===== src/rtl/layer_neuron_sequencer.sv =====
// Steps a time-multiplexed dot-product PE over a layer and packs requantized results.
// Define LAYER_NEURON_SEQ_RELU_EN to apply ReLU between shift and saturation.
module layer_neuron_sequencer #(
    parameter int NUM_NEURONS = 16,
    parameter int W           = 8,
    parameter int ACC_WIDTH   = W + 7,
    parameter int SHIFT       = 4,
    parameter int IDX_W       = 4
) (
    input  logic                     clk,
    input  logic                     reset,
    input  logic                     layer_start,
    output logic                     busy,
    output logic [IDX_W-1:0]         neuron_idx,
    output logic                     pe_start,
    input  logic [ACC_WIDTH-1:0]     pe_result,
    input  logic                     pe_done,
    output logic [W*NUM_NEURONS-1:0] out_vector_flat,
    output logic                     out_valid,
    input  logic                     out_ready
);

    typedef enum logic [2:0] {
        S_IDLE,
        S_START,
        S_WAIT,
        S_STORE,
        S_OUT
    } state_t;

    localparam logic [IDX_W-1:0] LAST_IDX = IDX_W'(NUM_NEURONS - 1);
    localparam logic signed [ACC_WIDTH-1:0] SAT_MAX =
        ACC_WIDTH'((1 << (W - 1)) - 1);
    localparam logic signed [ACC_WIDTH-1:0] SAT_MIN = ~SAT_MAX;

    state_t state;
    state_t state_n;

    logic [IDX_W-1:0]            idx_n;
    logic                        cap_en;
    logic                        store_en;
    logic signed [ACC_WIDTH-1:0] captured;
    logic signed [ACC_WIDTH-1:0] shifted;
    logic signed [ACC_WIDTH-1:0] activ;
    logic signed [W-1:0]         q_val;

    // Requantize the captured accumulator: shift, optional ReLU, saturate.
    always_comb begin
        shifted = captured >>> SHIFT;
`ifdef LAYER_NEURON_SEQ_RELU_EN
        activ = shifted[ACC_WIDTH-1] ? '0 : shifted;
`else
        activ = shifted;
`endif
        if (activ > SAT_MAX) begin
            q_val = SAT_MAX[W-1:0];
        end else if (activ < SAT_MIN) begin
            q_val = SAT_MIN[W-1:0];
        end else begin
            q_val = activ[W-1:0];
        end
    end

    always_comb begin
        state_n  = state;
        idx_n    = neuron_idx;
        cap_en   = 1'b0;
        store_en = 1'b0;
        unique case (state)
            S_IDLE: begin
                if (layer_start) begin
                    state_n = S_START;
                    idx_n   = '0;
                end
            end
            S_START: begin
                state_n = S_WAIT;
            end
            S_WAIT: begin
                if (pe_done) begin
                    cap_en  = 1'b1;
                    state_n = S_STORE;
                end
            end
            S_STORE: begin
                store_en = 1'b1;
                if (neuron_idx == LAST_IDX) begin
                    state_n = S_OUT;
                end else begin
                    idx_n   = neuron_idx + IDX_W'(1);
                    state_n = S_START;
                end
            end
            S_OUT: begin
                if (out_ready) begin
                    state_n = S_IDLE;
                end
            end
            default: begin
                state_n = S_IDLE;
            end
        endcase
    end

    always_ff @(posedge clk) begin
        if (reset) begin
            state      <= S_IDLE;
            neuron_idx <= '0;
        end else begin
            state      <= state_n;
            neuron_idx <= idx_n;
        end
    end

    // Slots not yet rewritten keep the previous layer's value.
    always_ff @(posedge clk) begin
        if (reset) begin
            captured        <= '0;
            out_vector_flat <= '0;
        end else begin
            if (cap_en) begin
                captured <= pe_result;
            end
            if (store_en) begin
                out_vector_flat[int'(neuron_idx)*W +: W] <= q_val;
            end
        end
    end

    assign pe_start  = (state == S_START);
    assign busy      = (state != S_IDLE);
    assign out_valid = (state == S_OUT);

endmodule


===== config.mk =====
export PLATFORM = sky130hd
export DESIGN_NAME = layer_neuron_sequencer
export DESIGN_NICKNAME = d
export VERILOG_FILES = /design/src/rtl/layer_neuron_sequencer.sv
export SDC_FILE = /design/constraint.sdc
export NUM_CORES = 1
export LEC_CHECK = 0
export BUFFER_PORTS_ARGS = -buffer_cell sky130_fd_sc_hd__buf_2
export CORE_UTILIZATION = 59
export CTS_BUF_LIST = sky130_fd_sc_hd__clkbuf_4
export DETAILED_ROUTE_END_ITERATION = 12
export PLACE_DENSITY = 0.87
export SLEW_MARGIN = 40
export SYNTH_ARGS = -nofsm -noshare
export SYNTH_HDL_FRONTEND = slang
export SYNTH_SLANG_ARGS = --single-unit

===== constraint.sdc =====
create_clock -name clk -period 3.6 [get_ports clk]
set_input_delay 0.18 -clock clk [delete_from_list [all_inputs] [get_ports clk]]
set_output_delay 0.18 -clock clk [all_outputs]
set_load 0.03 [all_outputs]

## Yosys cells after proc, flatten, opt, wreduce, memory -nomap -nowiden

Index checks and enable logic that the tools add are counted.

| storage, ports and cells | value |
|---|---|
| register bits after elaboration | 150 |
| bits of input ports | 20 |
| output and inout bits | 135 |

| cells by class | value |
|---|---|
| $add $sub $neg | 2 |
| order comparisons | 2 |
| equality and inequality tests | 9 |
| shift operators | 2 |
| muxes and demuxes | 14 |
| reductions and logical operators | 5 |

Operators by type and width:

| kind | number |
|---|---|
| $bwmux 128 | 1 |
| $shift 8x33->128 const A | 1 |
| $shiftx 8x33->128 | 1 |
| $neg 7->33 | 1 |
| $mux 8 | 2 |
| $pmux 3 s5 | 1 |
| $mux 3 | 4 |
| $gt 11x8->1 const B | 1 |
| $lt 11x8->1 const B | 1 |
| $mux 4 | 2 |
| $pmux 4 s2 | 1 |
| $eq 3x2->1 const B | 2 |
| $ne 2x2->1 const B | 3 |
| $reduce_and 3->1 | 2 |
| $add 4x1->4 const B | 1 |
| $eq 4x4->1 const B | 1 |
| $eq 3x1->1 const B | 1 |
| $eq 3x3->1 const B | 1 |
| $logic_not 3->1 | 1 |
| $mux 1 | 3 |
| $reduce_bool 3->1 | 1 |
| $ne 2x1->1 const B | 1 |
| $reduce_bool 2->1 | 1 |

## Longest topological paths before layout

Gate-level depths: netlist of run 1.

| logic depth | value |
|---|---|
| word-level depth | 5 |
| gate-level depth with buffers | 9 |
| mapped depth without buffers | 6 |

## Worst setup path after synthesis of run 1

No wires, ideal clock.

| timing path | value |
|---|---|
| kind | flip-flop to flip-flop |
| start | register neuron_idx[0] |
| end | register out_vector_flat[100] |
| library setup time | 117 ps |
| arrival | 2515 ps |
| data required time | 3483 ps |
| setup slack | 968 ps |
| stages on the path, launching flop included | 8 |
| clock period less this slack | 2632 ps |
| path through | dfxtp_1 clkbuf_1 inv_2 ha_1 or4_4 a2111oi_4 nor2_2 a22o_1 |

| between the ends | value |
|---|---|
| word-level cells in the longest chain between the ends | 3 |
| elaborated cells on any way between the ends | 4 |
| classes of those cells | add/sub (1); shift (2); mux (1) |

RTL lines:

| item | RTL line | text |
|---|---|---|
| start: declaration | 14 | `output logic [IDX_W-1:0] neuron_idx,` |
| start signal: assignment | 111 | `neuron_idx <= idx_n;` |
| $neg 7->33 * | 125 | `out_vector_flat[int'(neuron_idx)*W +: W] <= q_val;` |
| $shiftx 8x33->128 or $shift 8x33->128 (tied branches) | 125 |  |
| $bwmux 128 * | 125 |  |
| end signal: indexed assignment | 125 |  |
| end: declaration | 18 | `output logic [W*NUM_NEURONS-1:0] out_vector_flat,` |

Every way passes the cells marked *; elsewhere a longest branch is shown, timed or not.
A chain may end at the register's enable or synchronous reset.

## Worst setup path after layout of run 1

| timing path | value |
|---|---|
| start | register neuron_idx[0] |
| end | register out_vector_flat[99] |

The elaborated chain is that of the path after synthesis.

==> out/qor.yml, run 1 <==
routing:
  first_pass_iters: 5
  wl_met2_mm: 7.51
  viasPerCell: 5.86
  top_layer: "met4"
  drcViolationCount: 0
  vias: 5351
  wirelength_mm: 15.8
  wl_met3_mm: 1.04
  postRouteAntennaNets: 0
  met1Wirelength_mm: 6.87
  drt-initial-drc-count: 340
  routed_wire_length_per_instance_um: 17.3
clock_tree:
  numCtsBuffers: 17
  clk_path_buf_depth: 2
  cts.clk_slew.worst_paths_ns: 0.13
  cts_max_level: 4
  ctsResizeCount: 0
  cts_setup_buffers: 0
  cts_root_buffer: "clkbuf_4"
  cts_tree: "yes"
  insertion_delay_ns: 0.55
  postCtsHoldBufs: 11
  cts_sinks: 146
setup_path:
  crit_required_ns: 4.05
  rr_worst_depth: 6
  crit_type: "reg -> reg"
  critPathCaptureType: "flip-flop"
  r2r-end: "out_vector_flat[99]"
  path_max_fanout: 17
  r2r_slack_ns: 0.62
  crit_arrival_ns: 3.44
  crit_path_start_kind: "flip-flop"
  r2r-start: "neuron_idx[0]"
finish:
  drive_above_1_share_pct: 25.8
  antenna_cells: 0
  fin_nets: 792
  syn_to_final_growth_pct: 19.4
  stdcell_count: 913
sta:
  finalSetupViolations: 0
  relSlewSlack_pct: 46.1
  fin_worst_skew_ns: 0.0209
  rsz0062_at_grt: "no"
  fmax_ghz: 0.335
  post-route-period-util_pct: 82.9
  drv_slew: 0
  tightestPinTransition_ns: 0.806
  fin_setup_tns_ns: 0
  hold_viol_final: 0
  post-route-min-period_ns: 2.98
grt:
  grt_max_degree: 82
  grt_pass1_wl_mm: 25.7
  grt_use_total_pct: 30.0
  overflow: 0
  antenna_found_initial: 0
  grt_pass1_vias: 5094
logic_synthesis:
  synth_cells: 630
  yosysWarnings: 0
  yosysMostFrequentCell: "dfxtp_1"
  yosysSeqAreaShare_pct: 47.8
  synth-seq-cells: 146
  synth_area_sq_um: 6110
  yosys-top-cells-count: "146 x dfxtp_1, 111 x nand2b_1, 56 x o22ai_1"
  synth_top_cell_by_area: "dfxtp_1"
  async_reset_ff_share_pct: 0
  synth_ff_type: "dfxtp_1"
  ys_top_cells_by_area: "dfxtp_1 48%, nand2b_1 11%, mux2i_1 8.0%, o22ai_1 5.7%, a22o_1 3.0%"
  synth_nets: 655
  syn_avg_cell_area_sq_um: 9.70
  synth_edf_count: 0
  synth_top_area_share_pct: 47.8
  synth_cell_types: 54
floorplan:
  die_h_um: 104
  fp.dieW_um: 104
  io_pins: 155
  core_sq_um: 9910
  die-area_sq_um: 10800
  initial_core_util_pct: 61.6
  core.rowCount: 36
hold_path:
  hold_depth: 4
  min_path_type: "in -> reg"
  min_to: "neuron_idx[0]"
  worstHoldStart: "layer_start"
run:
  cap_violations: 0
run_status:
  status: "completed"
place:
  numPlacedInstances: 870
  port_buffers: 150
  gp_congestion: 0.894
  place_hpwl_mm: 10.9
power:
  p_per_area_nw_per_um2: 432
  power_uw: 3150
  leakagePower_uw: 0.00314
  irDropWorstVdd_uv: 300
-- metal layers --
metal / vias up / GRT usage [%]
met2: 226 / 47.3
met3: 40 / 6.73
met5: - / 0
met4: 0 / 13.0
met1: 2560 / 39.7
li1: 2525 / -
-- critical path, stage by stage (launching register included) --
cell	delay, ns
dfxtp_1	0.77
inv_2	0.15
ha_1	0.57
or4_4	0.59
a2111oi_4	0.39
nor2_2	0.14
a22o_1	0.28
-- power by group --
group / internal [uW] / total [uW] / switching [uW]
clock: 616 / 1210 / 593
sequential: 1630 / 1670 / 42.7
combinational: 93.8 / 268 / 174
total: 2340 / 3150 / 809
-- kinds of logic (layout without fill, tap and decap cells) --
kind of cell    Yosys count  in the layout  share of synthesized area, %
simple gates            239            239                          23.1
flops                   146            146                          47.8
mux                      50             50                          8.21
fa+ha+maj                 5              5                          1.02
compound gates          136            136                          15.4
buf+inv                  51            201                          3.89
xor+xnor                  3              3                         0.553
-- metrics by stage --
step | util (%) | cell area, sq um | setup slack (ns) | hold slack (ns)
CTS | 73.6 | 7290 | 0.642 | 0.0313
floorplan | - | 6110 | 0.968 | 0.316
detailed placement | 69.0 | 6840 | 0.672 | 0.440
finish | 73.6 | 7290 | 0.616 | 0.0621
global placement | 69.0 | 6840 | 0.792 | 0.428
global route | 73.6 | 7290 | 0.440 | 0.0667
-- registers in the layout (all words and copies together) (netlist names) --
| signal | flops |
|---|---|
| out_vector_flat | 128 |
| state | 3 |
| captured | 11 |
| neuron_idx | 4 |
-- worst max path at each step --
| stage | slack (ns) | cells past startpoint | from | to |
|---|---|---|---|---|
| 2_1_floorplan | 0.97 | 7 | neuron_idx[0] | out_vector_flat[100] |
| 3_3_place_gp | 0.79 | 6 | neuron_idx[0] | out_vector_flat[100] |
| 3_5_place_dp | 0.67 | 6 | neuron_idx[0] | out_vector_flat[99] |
| 4_1_cts | 0.64 | 6 | neuron_idx[0] | out_vector_flat[99] |
| 5_1_grt | 0.44 | 6 | neuron_idx[0] | out_vector_flat[97] |
| 6_report | 0.62 | 6 | neuron_idx[0] | out_vector_flat[99] |
-- area by class of cell --
class | instances | area [sq um]
inverter | 5 | 18.8
clock inverter | 15 | 214
fill | 732 | 2620
tap | 133 | 166
clock buffer | 17 | 128
timing repair buffer | 164 | 886
multi-input combinational | 433 | 2960
sequential | 146 | 2920
-- layout by cell type, fill, tap and decap left out, drive strengths merged, types with 5 or more instances in the layout --
cell,synthesis,routed
buf,22,153
dfxtp,146,146
nand2b,111,111
o22ai,56,56
mux2i,49,49
nand2,45,45
nor2,23,23
a22o,21,21
a21oi,20,20
o21ai,18,18
clkbuf,24,17
dlygate4sd3,0,11
nand4,11,11
o211ai,9,9
nor3,9,9
clkinv,0,8
nand3,7,7
inv,5,6
and3,5,5
ha,5,5
bufinv,0,5
(Power assumes the default switching activity.)
==> inputs of run 2 (changes only) <==
Settings changed: CORE_UTILIZATION 59 to 50, PLACE_DENSITY 0.87 to 0.79.
Clock period 3.6 ns to 2.7 ns, I/O delays scaled along.
==> run 2 against run 1 <==
Against the previous run:
- core utilization fell by 12 points
- largest power group unchanged
- largest cell class unchanged
- register-to-register slack got worse by 0.38 ns
- critical path depth rose by 1
- first-iteration DRC count rose by 20%
- non-clock buffer count rose by 17
==> out/qor.yml, run 2 (same netlist as run 1, synthesis figures left out) <==
setup_path:
  r2r-end: "out_vector_flat[108]"
  cp_slowest_stage_delay_ns: 0.58  # -0.19 ns
  startpoint: "neuron_idx[0]"
  path_max_fanout: 12  # -5
  crit_arrival_ns: 2.94  # -0.50 ns
  critPathCaptureType: "flip-flop"
  critPathBufInv: 1  # unchanged
  path_cells: "nor3_2, ha_1, buf_4, and4bb_2, o211a_1, nand2b_1, o22ai_1"
  crit_path_start_kind: "flip-flop"
  rr_worst_depth: 7  # +1
  r2r-start: "neuron_idx[0]"
  r2r_slack_ns: 0.24  # -0.38 ns
  crit_path_top_delay_cell: "dfxtp_1"
  crit_required_ns: 3.17  # -0.88 ns
  crit_type: "reg -> reg"
  crit_family: "simple AND/OR/NAND/NOR gates"
sta:
  hold_viol_final: 0  # unchanged
  drv_slew: 0  # unchanged
  finalSetupViolations: 0  # unchanged
  holdWs_ns: 0.0687  # +0.00656 ns
  fin_worst_skew_ns: 0.0138  # -0.00716 ns
  relSlewSlack_pct: 45.8  # -0.32 points
  fmax_ghz: 0.406  # +21%
  post-route-period-util_pct: 91.3  # +8.4 points
  rsz0062_at_grt: "no"
  tightestPinTransition_ns: 0.810  # +0.00420 ns
  fin_setup_tns_ns: 0  # unchanged
  post-route-min-period_ns: 2.46  # -0.520 ns
routing:
  vias: 5321  # -0.56%
  drt-initial-drc-count: 409  # +20%
  drcViolationCount: 0  # unchanged
  viasPerCell: 5.64  # -3.7%
  first_pass_iters: 6  # +1
  wirelength_mm: 16.1  # +2.0%
  postRouteAntennaNets: 0  # unchanged
  routed_wire_length_per_instance_um: 17.1  # -1.3%
finish:
  fin_nets: 809  # +2.1%
  top_register: "out_vector_flat"
  final_common_cell: "buf_2"
  final_cell_area_sq_um: 7380  # +1.1%
  utilization_pct: 61.7  # -12 points
  syn_to_final_growth_pct: 20.7
  antenna_cells: 0  # unchanged
  stdcell_count: 943  # +3.3%
  final_cell_mix: "149 x buf_2, 146 x dfxtp_1, 111 x nand2b_1"
  drive_above_1_share_pct: 27.0  # +1.2 points
  largest_register_ffs: 128  # unchanged
  reg_top3: "out_vector_flat x128, captured x11, neuron_idx x4"
floorplan:
  core_sq_um: 12000  # +21%
  fp.dieW_um: 113  # +8.5%
  initial_core_util_pct: 51.1  # -11 points
  io_pins: 155  # unchanged
  die-area_sq_um: 12700  # +18%
  core.rowCount: 40  # +11%
  die_h_um: 113  # +8.5%
grt:
  grt_use_total_pct: 25.7  # -4.3 points
  grt_pass1_wl_mm: 25.5  # -0.99%
  antenna_found_initial: 0  # unchanged
  grt_max_degree: 73  # -11%
  grt_pass1_vias: 5015  # -1.6%
  overflow: 0  # unchanged
clock_tree:
  cts_max_level: 4  # unchanged
  ctsResizeCount: 0  # unchanged
  cts_setup_buffers: 0  # unchanged
  clk_path_buf_depth: 2  # unchanged
  numCtsBuffers: 17  # unchanged
  postCtsHoldBufs: 13  # +2
  cts_tree: "yes"
  insertion_delay_ns: 0.55  # about the same
  cts_root_buffer: "clkbuf_4"
  cts.clk_slew.worst_paths_ns: 0.12  # about the same
  cts_sinks: 146  # unchanged
place:
  place_hpwl_mm: 11.3  # +3.4%
  gp_congestion: 0.832  # -6.9%
  placed_area_sq_um: 6980  # +2.1%
  numPlacedInstances: 899  # +3.3%
  port_buffers: 150  # unchanged
power:
  sequentialPowerShare_pct: 56.7  # +3.6 points
  pwr-share-clk_pct: 33.6  # -4.8 points
  power.internal_uw: 2880  # +23%
  pwr-share-comb_pct: 9.7  # +1.2 points
  irDropWorstVdd_uv: 372  # +24%
  net-switching-power_uw: 1060  # +31%
  leakagePower_uw: 0.00320  # +1.9%
  p_per_area_nw_per_um2: 533  # +23%
  swShare_pct: 26.9  # +1.2 points
hold_path:
  worstHoldStart: "out_ready"
  min_to: "state[0]"
  min_path_type: "in -> reg"
  hold_depth: 5  # +1
run:
  cap_violations: 0  # unchanged
run_status:
  status: "completed"
run 2: changes by cell type in the layout (fill, tap and decap cells not counted), sizes merged:
cell / before / now
buf: 153 / 168
bufinv: 5 / 2
clkbuf: 17 / 20
dlygate4sd3: 11 / 13
clkinvlp: 1 / 0
run 2: area by class of cell:
type / instances / area, sq um
multi-input combinational: 433 / 2960
clock inverter: 11 / 113
timing repair buffer: 181 / 1030
fill: 994 / 4590
clock buffer: 20 / 150
inverter: 5 / 18.8
tap: 147 / 184
sequential: 146 / 2920
run 2: worst max-delay path by stage:
stage / endpoint / cells after the start
floorplan: out_vector_flat[102] / 7
global placement: out_vector_flat[7] / 7
detailed placement: out_vector_flat[125] / 7
CTS: out_vector_flat[125] / 7
global route: out_vector_flat[125] / 7
finish: out_vector_flat[108] / 7
run 2: power by group through the flow:
stage          Clock (uW)  Sequential (uW)  Combinational (uW)
2_1_floorplan           0             2240                 293
3_3_place_gp            0             2270                 355
3_5_place_dp            0             2280                 358
4_1_cts              1350             2230                 375
5_1_grt              1430             2240                 408
6_report             1320             2230                 380
run 2: metrics by stage:
stage          worst slack [ns]  total power (uW)
2_1_floorplan            0.0685              2530
3_3_place_gp              0.342              2630
3_5_place_dp              0.303              2640
4_1_cts                   0.277              3950
5_1_grt                  0.0641              4080
6_report                  0.236              3930
run 2: layer usage:
layer	part of all wire, %	wire length (um)	track usage (%)	up-vias
met1	45	7190	33.7	2509
li1	-	-	-	2562
met3	5.7	922	5.78	28
met5	0	0	0	-
met2	48	7660	41.1	222
met4	2.2	351	10.8	0
run 2: worst min-delay path, cell delays in order:
cell	delay [ns]
buf_2	0.09
nor2_1	0.08
mux2i_1	0.08
nor2_1	0.12
a2111oi_0	0.08
==> inputs of run 3 (changes only) <==
Settings changed: PLACE_DENSITY 0.79 to default, PLACE_DENSITY_LB_ADDON from default to 0.25.
==> run 3 against run 2 <==
Against the previous run:
- sequential share of layout area hardly changed
- critical endpoint is now out_vector_flat[97]
- first-iteration DRC count shrank 0.73%
- clock power about the same
- combinational power is essentially flat
==> out/qor.yml, run 3 (same netlist as run 1, synthesis figures left out) <==
sta:
  tightestPinTransition_ns: 0.808  # -0.00143 ns
  relSlewSlack_pct: 45.9  # +0.096 points
  fmax_ghz: 0.399  # -1.6%
  finalSetupViolations: 0  # unchanged
  holdWs_ns: 0.0550  # -0.0136 ns
  timing.final.ws_setup_ns: 0.195  # -0.0409 ns
  drv_slew: 0  # unchanged
  rsz0062_at_grt: "no"
  fin_worst_skew_ns: 0.0216  # +0.00786 ns
  fin_setup_tns_ns: 0  # unchanged
  hold_viol_final: 0  # unchanged
  post-route-period-util_pct: 92.8  # +1.5 points
  post-route-min-period_ns: 2.50  # +0.0409 ns
grt:
  grt_use_total_pct: 26.3  # +0.55 points
  antenna_found_initial: 0  # unchanged
  grt_pass1_vias: 5031  # +0.32%
  overflow: 0  # unchanged
  grt_max_degree: 67  # -8.2%
  grt_pass1_wl_mm: 25.7  # +0.98%
clock_tree:
  postCtsHoldBufs: 13  # unchanged
  cts_tree: "yes"
  cts.clk_slew.worst_paths_ns: 0.12  # about the same
  cts_sinks: 146  # unchanged
  cts_root_buffer: "clkbuf_4"
  clk_path_buf_depth: 2  # unchanged
  insertion_delay_ns: 0.57  # +0.02 ns
  ctsResizeCount: 0  # unchanged
  cts_setup_buffers: 0  # unchanged
  cts_max_level: 4  # unchanged
  numCtsBuffers: 17  # unchanged
place:
  place_hpwl_mm: 11.3  # +0.39%
  dp_slack_ns: 0.244  # -0.0598 ns
  gp_congestion: 0.817  # -1.9%
  port_buffers: 150  # unchanged
  numPlacedInstances: 902  # +0.33%
floorplan:
  core.rowCount: 40  # unchanged
  die-area_sq_um: 12700  # unchanged
  core_sq_um: 12000  # unchanged
  die_h_um: 113  # unchanged
  io_pins: 155  # unchanged
  fp.dieW_um: 113  # unchanged
  initial_core_util_pct: 51.1  # unchanged
setup_path:
  crit_arrival_ns: 2.97  # +0.03 ns
  crit_path_start_kind: "flip-flop"
  r2r-start: "neuron_idx[1]"
  critPathCaptureType: "flip-flop"
  crit_required_ns: 3.16  # about the same
  startpoint: "neuron_idx[1]"
  path_max_fanout: 9  # -3
  crit_type: "reg -> reg"
hold_path:
  worstHoldStart: "out_ready"
  min_path_type: "in -> reg"
finish:
  largest_register_ffs: 128  # unchanged
  final_common_cell: "buf_2"
  final_cell_mix: "149 x buf_2, 146 x dfxtp_1, 111 x nand2b_1"
  reg_top3: "out_vector_flat x128, captured x11, neuron_idx x4"
  antenna_cells: 0  # unchanged
  stdcell_count: 946  # +0.32%
  top_register: "out_vector_flat"
  fillCellCount: 1027  # +3.3%
  fin_nets: 812  # +0.37%
  syn_to_final_growth_pct: 20.8  # about the same
  drive_above_1_share_pct: 27.3  # +0.27 points
power:
  irDropWorstVdd_uv: 397  # +6.7%
  power_uw: 3930  # about the same
  p_per_area_nw_per_um2: 533  # -0.13%
  leakagePower_uw: 0.00320  # about the same
routing:
  vias: 5289  # -0.60%
  postRouteAntennaNets: 0  # unchanged
  routed_wire_length_per_instance_um: 17.3  # +1.2%
  first_pass_iters: 9  # +3
  viasPerCell: 5.59  # -0.92%
  drcViolationCount: 0  # unchanged
  wirelength_mm: 16.4  # +1.6%
  drt-initial-drc-count: 406  # -0.73%
run_status:
  status: "completed"
run:
  cap_violations: 0  # unchanged
## run 3: cell types whose count changed in the layout (fill, tap and decap cells not counted), sizes merged
cell	previous run	this run
buf	168	171
clkbuf	20	19
clkinvlp	0	2
clkinv	8	7
## run 3: final cells by class
cell class / count / area [sq um] / area share (%)
clock inverter: 12 / 115 / 1.56
tap: 147 / 184 / 2.49
inverter: 5 / 18.8 / 0.254
sequential: 146 / 2920 / 39.6
clock buffer: 19 / 143 / 1.93
timing repair buffer: 184 / 1040 / 14.1
multi-input combinational: 433 / 2960 / 40.1
## run 3: routing by layer
metal	track usage, %	part of all wire, %	vias up
met2	42.8	47	205
met3	7.07	6.2	25
met5	0	0	-
met1	33.3	45	2500
li1	-	-	2559
met4	10.1	2.1	0
## run 3: through the flow
stage               utilization [%]  cell area, sq um
floorplan                         -              6110
global placement               58.4              6990
detailed placement             58.4              6990
CTS                            61.7              7380
global route                   61.7              7380
finish                         61.7              7380
## run 3: critical path, cell delays in order (launching register included)
cell       delay (ns)
dfxtp_1          0.51
inv_1            0.13
ha_1             0.43
or4_4            0.55
a2111oi_4        0.37
nor2_2           0.14
a22o_1           0.27
## run 3: path summary, 6_finish.rpt
| check | endpoint | slack, ns | cells past startpoint |
|---|---|---|---|
| setup / recovery | out_vector_flat[97] | 0.20 | 6 |
| hold / removal | state[0] | 0.06 | 5 |
| setup reg to reg | out_vector_flat[97] | 0.20 | 6 |
| hold reg to reg | out_vector_flat[7] | 0.46 | 2 |
## run 3: power by group
part / internal, uW / total, uW / switching, uW
clock network: 550 / 1320 / 770
registers: 2180 / 2230 / 53.6
logic: 136 / 382 / 246
